--- config.mk ---
export PLATFORM = sky130hd
export DESIGN_NAME = fifo_lane
export DESIGN_NICKNAME = d
export VERILOG_FILES = /design/src/rtl/fifo_lane_pkg.sv /design/src/rtl/fifo_mem.sv /design/src/rtl/fifo_lane.sv
export SDC_FILE = /design/constraint.sdc
export NUM_CORES = 1
export LEC_CHECK = 0
export ABC_AREA = 1
export CORE_ASPECT_RATIO = 1.5
export CORE_MARGIN = 2
export CORE_UTILIZATION = 30
export DETAILED_ROUTE_END_ITERATION = 6
export PLACE_DENSITY = 0.46
export SLEW_MARGIN = 20
export SYNTH_ARGS = -nofsm -noshare
export SYNTH_HDL_FRONTEND = slang
export SYNTH_SLANG_ARGS = --single-unit
--- constraint.sdc ---
create_clock -name clk -period 2.5 [get_ports clk]
set_input_delay 0.375 -clock clk [delete_from_list [all_inputs] [get_ports clk]]
set_output_delay 0.375 -clock clk [all_outputs]
set_load 0.005 [all_outputs]
--- src/rtl/fifo_lane_pkg.sv ---
// rtl/fifo_lane_pkg.sv - shared lane FIFO defaults and pointer-width helper
package fifo_lane_pkg;

  localparam int DATA_WIDTH_DEF = 8;
  localparam int DEPTH_DEF      = 4;
  localparam int AF_LEVEL_DEF   = 3;
  localparam int AE_LEVEL_DEF   = 1;

  // Pointer width for a power-of-two depth; the occupancy counter is one bit wider.
  function automatic int ptr_width(input int depth);
    return (depth <= 2) ? 1 : $clog2(depth);
  endfunction

  localparam int PTR_W_DEF = ptr_width(DEPTH_DEF);

endpackage

--- src/rtl/fifo_mem.sv ---
// rtl/fifo_mem.sv - DEPTH x DATA_WIDTH storage, synchronous write, asynchronous read
module fifo_mem #(
  parameter int DATA_WIDTH = 8,
  parameter int DEPTH      = 4,
  parameter int PTR_W      = 2
) (
  input  logic                  clk,
  input  logic                  wr_en,
  input  logic [PTR_W-1:0]      wr_addr,
  input  logic [DATA_WIDTH-1:0] wr_data,
  input  logic [PTR_W-1:0]      rd_addr,
  output logic [DATA_WIDTH-1:0] rd_data
);

  logic [DATA_WIDTH-1:0] mem_q [DEPTH];

  // Storage is deliberately left unreset; pointers alone define valid contents.
  always_ff @(posedge clk) begin
    if (wr_en) begin
      mem_q[wr_addr] <= wr_data;
    end
  end

  assign rd_data = mem_q[rd_addr];

endmodule

--- src/rtl/fifo_lane.sv ---
// rtl/fifo_lane.sv - per-lane synchronous FIFO with registered read port and sticky error
module fifo_lane
  import fifo_lane_pkg::*;
#(
  parameter int DATA_WIDTH = DATA_WIDTH_DEF,
  parameter int DEPTH      = DEPTH_DEF,
  parameter int AF_LEVEL   = AF_LEVEL_DEF,
  parameter int AE_LEVEL   = AE_LEVEL_DEF
) (
  input  logic                  clk,
  input  logic                  reset_L,
  input  logic [DATA_WIDTH-1:0] data_in,
  input  logic                  push,
  input  logic                  pop,
  output logic [DATA_WIDTH-1:0] data_out,
  output logic                  valid_out,
  output logic                  full,
  output logic                  empty,
  output logic                  almost_full,
  output logic                  almost_empty,
  output logic                  error
);

  localparam int PTR_W = ptr_width(DEPTH);
  localparam int CNT_W = PTR_W + 1;

  logic [PTR_W-1:0]      wr_ptr_q, wr_ptr_d;
  logic [PTR_W-1:0]      rd_ptr_q, rd_ptr_d;
  logic [CNT_W-1:0]      count_q, count_d;
  logic [DATA_WIDTH-1:0] data_q, data_d;
  logic                  valid_q, valid_d;
  logic                  err_q, err_d;
  logic                  full_q, full_d;
  logic                  empty_q, empty_d;
  logic                  af_q, af_d;
  logic                  ae_q, ae_d;
  logic [DATA_WIDTH-1:0] rd_data;
  logic                  push_ok, pop_ok;

  // A pop frees the slot a same-cycle push needs, so full+push+pop is legal.
  assign push_ok = push && (!full_q || pop);
  assign pop_ok  = pop && !empty_q;

  fifo_mem #(
    .DATA_WIDTH (DATA_WIDTH),
    .DEPTH      (DEPTH),
    .PTR_W      (PTR_W)
  ) u_mem (
    .clk     (clk),
    .wr_en   (push_ok),
    .wr_addr (wr_ptr_q),
    .wr_data (data_in),
    .rd_addr (rd_ptr_q),
    .rd_data (rd_data)
  );

  always_comb begin
    wr_ptr_d = wr_ptr_q;
    rd_ptr_d = rd_ptr_q;
    count_d  = count_q;
    data_d   = data_q;
    valid_d  = pop_ok;
    err_d    = err_q || (push && !push_ok) || (pop && !pop_ok);

    if (push_ok) begin
      wr_ptr_d = wr_ptr_q + 1'b1;
    end
    if (pop_ok) begin
      rd_ptr_d = rd_ptr_q + 1'b1;
      data_d   = rd_data;
    end
    case ({push_ok, pop_ok})
      2'b10:   count_d = count_q + 1'b1;
      2'b01:   count_d = count_q - 1'b1;
      default: count_d = count_q;
    endcase

    // Flags come from the next occupancy so they settle with the edge.
    full_d  = (count_d == CNT_W'(DEPTH));
    empty_d = (count_d == '0);
    af_d    = (count_d >= CNT_W'(AF_LEVEL));
    ae_d    = (count_d <= CNT_W'(AE_LEVEL));
  end

  always_ff @(posedge clk or negedge reset_L) begin
    if (!reset_L) begin
      wr_ptr_q <= '0;
      rd_ptr_q <= '0;
      count_q  <= '0;
      data_q   <= '0;
      valid_q  <= 1'b0;
      err_q    <= 1'b0;
      full_q   <= 1'b0;
      empty_q  <= 1'b1;
      af_q     <= 1'b0;
      ae_q     <= 1'b1;
    end else begin
      wr_ptr_q <= wr_ptr_d;
      rd_ptr_q <= rd_ptr_d;
      count_q  <= count_d;
      data_q   <= data_d;
      valid_q  <= valid_d;
      err_q    <= err_d;
      full_q   <= full_d;
      empty_q  <= empty_d;
      af_q     <= af_d;
      ae_q     <= ae_d;
    end
  end

  assign data_out     = data_q;
  assign valid_out    = valid_q;
  assign full         = full_q;
  assign empty        = empty_q;
  assign almost_full  = af_q;
  assign almost_empty = ae_q;
  assign error        = err_q;

endmodule

==> results of run 1 <==
## power by group through the flow
stage	logic, uW	clock network, uW	registers (uW)
floorplan	696	0	1320
global placement	995	0	1400
detailed placement	1000	0	1400
CTS	1010	485	1390
global route	1140	523	1420
finish	975	470	1380
## cell usage in the layout (no fill, tap or decap)
master and instances:
nand2_2 1, o21bai_1 1, ha_1 5, fa_1 1, nand4_1 1, inv_4 1, edfxtp_1 32, clkbuf_8 6
o21ai_1 1, nand2_1 73, clkdlybuf4s50_1 25, inv_2 2, nand3_1 18, nor2_1 7, xnor2_1 1, buf_4 7
nor2_2 1, dfrtp_1 19, clkbuf_1 1, xor2_1 4, a21oi_1 3, inv_1 45, dfstp_2 2
## registers in the layout, indices dropped and copies added (netlist names), 2 cells and up
signal       cells
wr_ptr_q         2
rd_ptr_q         2
u_mem.mem_q     32
count_q          3
data_out         8
## layout make-up
type	instances	area [um^2]
Multi-Input combinational cell	117	563
Inverter	48	183
Tap cell	100	125
Clock buffer	7	86.3
Fill cell	720	4530
Sequential cell	53	1490
Timing Repair Buffer	32	303
## worst paths after layout
check                       startpoint            to  slack (ps)  depth (start not counted)
max                                pop          full         440                         11
min                            reset_L         error         420                          2
max reg2reg                      empty          full         610                          8
min reg2reg                data_out[7]   data_out[7]         480                          2
max in group asynchronous      reset_L  almost_empty        1810                          2
min in group clk           data_out[7]   data_out[7]         480                          2
## metal layers
layer  up-vias  global-route usage, %
met2        17                   17.8
met5         -                      0
met1       648                   13.9
met4         0                   4.29
li1        743                      -
met3         6                   2.19
## logic make-up (layout without fill, tap and decap cells)
group                    after synthesis  in the layout  share of synthesized area [%]
AND/OR/NAND/NOR                      101            101                           18.0
buffers and inverters                 53             87                           9.79
flip-flops                            53             53                           65.5
XOR/XNOR                               5              5                           1.93
adder cells (fa/ha/maj)                6              6                           3.63
AO/OA/AOI/OAI                          5              5                           1.21
## through the flow
step,worst slack (ps),area [um^2],std cells
after floorplan,562,2270,223
after global placement,167,2660,350
after detailed placement,118,2660,350
after CTS,432,2750,357
after global routing,338,2750,357
final,435,2750,357
==> out/qor.yml, run 1 <==
tightest_slew_ps: 702
avgSynthCellArea_um2: 10.2
wl_met3_um: 85
ys.flop_type: "edfxtp_1"
synth_area_leaders: "edfxtp_1, dfrtp_1, nand2_1"
seqPwrFrac_pct: 48.8
syn-cell-area_um2: 2270
cp_cell_sequence: "clkdlybuf4s50_1 -> inv_2 -> nand2_1 -> nand2_2 -> ha_1 -> fa_1 -> inv_1 -> o21ai_1 -> inv_1 -> nand2_1 -> a21oi_1"
synthTopCellsByCount: "nand2_1, inv_1, edfxtp_1"
drc_errors: 0
rows: 38
gp_congestion: 0.750
max-vdd-ir-drop_v: 0.000460
firstDrtPassIters: 4
clk_root_buffer_cell: "clkbuf_8"
wirelength_um: 3900
area_delta_synth_final_pct: 20.8
clk_path_buf_depth: 2
clkTransAtPathRegs_ps: 90
vias_per_cell: 3.96
switching_power_uw: 959
grt.total_usage_pct: 10.9
postCtsHoldBufs: 0
synth_edf_count: 32
crit_family: "adder cells"
period_needed_ps: 2060
tns_ps: 0
cts-resized-gates: 0
crit_required_ps: 2690
pwr-share-clk_pct: 16.7
maxCapViolations: 0
antenna_found_initial: 0
synth_top_area_share_pct: 42.2
synth_cell_type_count: 22
grt_max_degree: 22
met2_length_um: 1990
ys_ff_latch: 53
antenna_cells: 0
relSlewSlack_pct: 53.2
p_leak_uw: 0.00128
wl_per_cell_um: 10.9
cts.sinks: 53
intPower_uw: 1860
fp.dieW_um: 75.1
hold_path_class: "in -> async"
grt_pass1_vias: 1445
grt_pass1_wl_um: 6890
met1Wirelength_um: 1740
nets: 275
cts_max_level: 2
initial_core_util_pct: 31.3
cpPeakStageDelay_ps: 490
die_h_um: 111
synth-warning-count: 0
ant_nets: 0
yosysSeqAreaShare_pct: 65.5
combPwrFrac_pct: 34.5
worst_path_max_delay_cell: "clkdlybuf4s50_1"
synthCells: 223
first_iter_violations: 76
synth_top_cell_by_area: "edfxtp_1"
max_freq_mhz: 484
crit_type: "in -> reg"
finish.utilization_pct: 37.8
swShare_pct: 34.0
crit_buf_inv: 4
io_buffers: 25
globalRouteOverflowTotal: 0
vias: 1414
holdWs_ps: 416
p_per_area_nw_per_um2: 1030
io_pins: 26
die-area_um2: 8310
cp_max_fo: 4
clock_latency_ps: 300
dp_hpwl_um: 2810
skew_ps: 8.27
cts_tree: "yes"
start_kind: "primary input"
post-synth-top-count-cell: "nand2_1"
syn_nets: 241
cts_setup_buffers: 0
drive_gt1_share_pct: 7.78
highest_layer: "met4"
status: "completed"
core_um2: 7270
async_reset_ff_share_pct: 39.6
total_power_uw: 2820
slew_viol_final: 0
cp-end-kind: "register"
cp.arrival_ps: 2250
cts_buffers: 5
hold_violations: 0
rsz0062_at_grt: "false"
finalCritPeriodShare_pct: 82.6
finalSetupViolCount: 0
Power figures use the tool's default switching activity.
==> run 2, diff against run 1 <==
- PLACE_DENSITY: 0.46 -> 0.48
- clock period: 2.5 -> 1.8 ns (I/O delays scaled with it)
==> out/qor.yml, run 2 (synthesis gave the netlist of run 1 again) <==
status: "completed"
slew_viol_final: 0
core_um2: 7270
io_pins: 26
rsz0062_at_grt: "true"
gp_congestion: 0.702
finish.utilization_pct: 39.2
finalSetupViolCount: 0
clk_root_buffer_cell: "clkbuf_8"
grt.total_usage_pct: 10.8
wirelength_um: 4070
final_cells: 367
drive_gt1_share_pct: 13.1
rows: 38
die_h_um: 111
clkTransAtPathRegs_ps: 80
crit-reg2reg-launch: "empty"
max-vdd-ir-drop_v: 0.000484
cp_max_fo: 4
cp-end-kind: "register"
firstDrtPassIters: 4
crit_type: "reg -> reg"
grt_pass1_wl_um: 6650
first_iter_violations: 62
grt_max_degree: 22
io_buffers: 25
fillers: 749
reg2reg_slack_ps: 30
die-area_um2: 8310
crit_start: "empty"
tightest_slew_ps: 282
cp.arrival_ps: 1950
hold_violations: 0
worst_path_max_delay_cell: "dfstp_2"
grt_pass1_vias: 1382
crit_top_cell: "inv_2"
relSlewSlack_pct: 81.2
area_delta_synth_final_pct: 25.3
crit_required_ps: 1990
initial_core_util_pct: 31.3
cp_cell_sequence: "nor2_4 -> ha_4 -> fa_1 -> inv_2 -> o21ai_4 -> inv_2 -> nand2_2 -> a21oi_2"
dp_hpwl_um: 2960
top_register: "u_mem.mem_q"
vias: 1461
postCtsHoldBufs: 0
hold_path_class: "in -> reg"
final_common_cell: "nand2_1"
ant_nets: 0
clk_path_buf_depth: 2
globalRouteOverflowTotal: 0
largest_reg_flops: 32
skew_ps: 6.52
finalCritPeriodShare_pct: 98.1
p_leak_uw: 0.00133
clock_latency_ps: 290
maxCapViolations: 0
start_kind: "register"
most-common-layout-cells: "nand2_1, inv_1, edfxtp_1, clkdlybuf4s50_1, dfrtp_1"
vias_per_cell: 3.98
dpl.cell_count: 359
cts_tree: "yes"
p_per_area_nw_per_um2: 1440
cts_buffers: 5
nets: 284
rr_endpoint: "full"
hold_start: "pop"
cts_max_level: 2
cts.sinks: 53
r2r_cells: 8
fp.dieW_um: 75.1
antenna_found_initial: 0
cp-endpoint: "full"
wl_per_cell_um: 11.1
antenna_cells: 0
cpPeakStageDelay_ps: 560
period_needed_ps: 1770
drc_errors: 0
max_freq_mhz: 566
## run 2: cell count changes in the layout (fill, tap and decap cells not counted), moves of 2 or more
cell	delta
buf_4	+9
clkbuf_1	+2
inv_1	-2
inv_2	+2
nand2_1	-2
nand2_2	+2
## run 2: routing by layer
metal  track usage, %  up-vias  share of wire [%]
met5                0        -                  0
met4             4.29        0                2.0
met3             2.46        5                2.2
met2             18.7       18                 54
met1             12.5      677                 42
li1                 -      761                  -
## run 2: layout make-up
type	count	area [um^2]	share of cell area, %
timing repair buffer	41	373	13.1
tap	100	125	4.39
sequential	53	1490	52.2
clock buffer	8	80.1	2.81
inverter	48	183	6.41
multi-input combinational	117	601	21.1
## run 2: what timing repair did
| action | CTS | global route |
|---|---|---|
| gates cloned | 0 | 0 |
| setup endpoints to repair | 1 | 4 |
| pin swaps | 1 | 5 |
| setup buffers | 0 | 0 |
| gates resized for setup | 0 | 8 |
## run 2: worst min path at each step
| stage | endpoint | slack (ps) | cells after the start |
|---|---|---|---|
| 5_1_grt | error | 320 | 3 |
| 3_5_place_dp | data_out[6] | 460 | 2 |
| 2_1_floorplan | almost_full | -30 | 0 |
| 3_3_place_gp | data_out[6] | 460 | 2 |
| 4_1_cts | full | 320 | 2 |
| 6_report | error | 290 | 3 |
## run 2: worst max-delay path: cells and delay by family (launching register included)
family / cells / cell delay (ps)
buffers and inverters: 2 / 100
AOI/OAI and AO/OA: 2 / 220
DFF: 1 / 560
adders and majority gates: 2 / 680
and+or+nand+nor: 2 / 100
## run 2: report_power, final
group | leakage (uW) | switching, uW | internal, uW
combinational | 0.000751 | 916 | 763
sequential | 0.000541 | 146 | 1670
clock | 0.0000395 | 337 | 277
total | 0.00133 | 1400 | 2710
## run 2: metrics by stage
step / setup WS (ps) / total power, uW / cell area [um^2] / hold WS, ps / TNS (ps)
CTS: 7.19 / 4120 / 2830 / 317 / 0
finish: 33.8 / 4100 / 2850 / 288 / 0
floorplan: -15.8 / 2830 / 2300 / -25.6 / -15.8
global placement: -327 / 3470 / 2750 / 461 / -1480
detailed placement: -337 / 3490 / 2750 / 464 / -1560
global route: -53.6 / 4480 / 2850 / 317 / -150
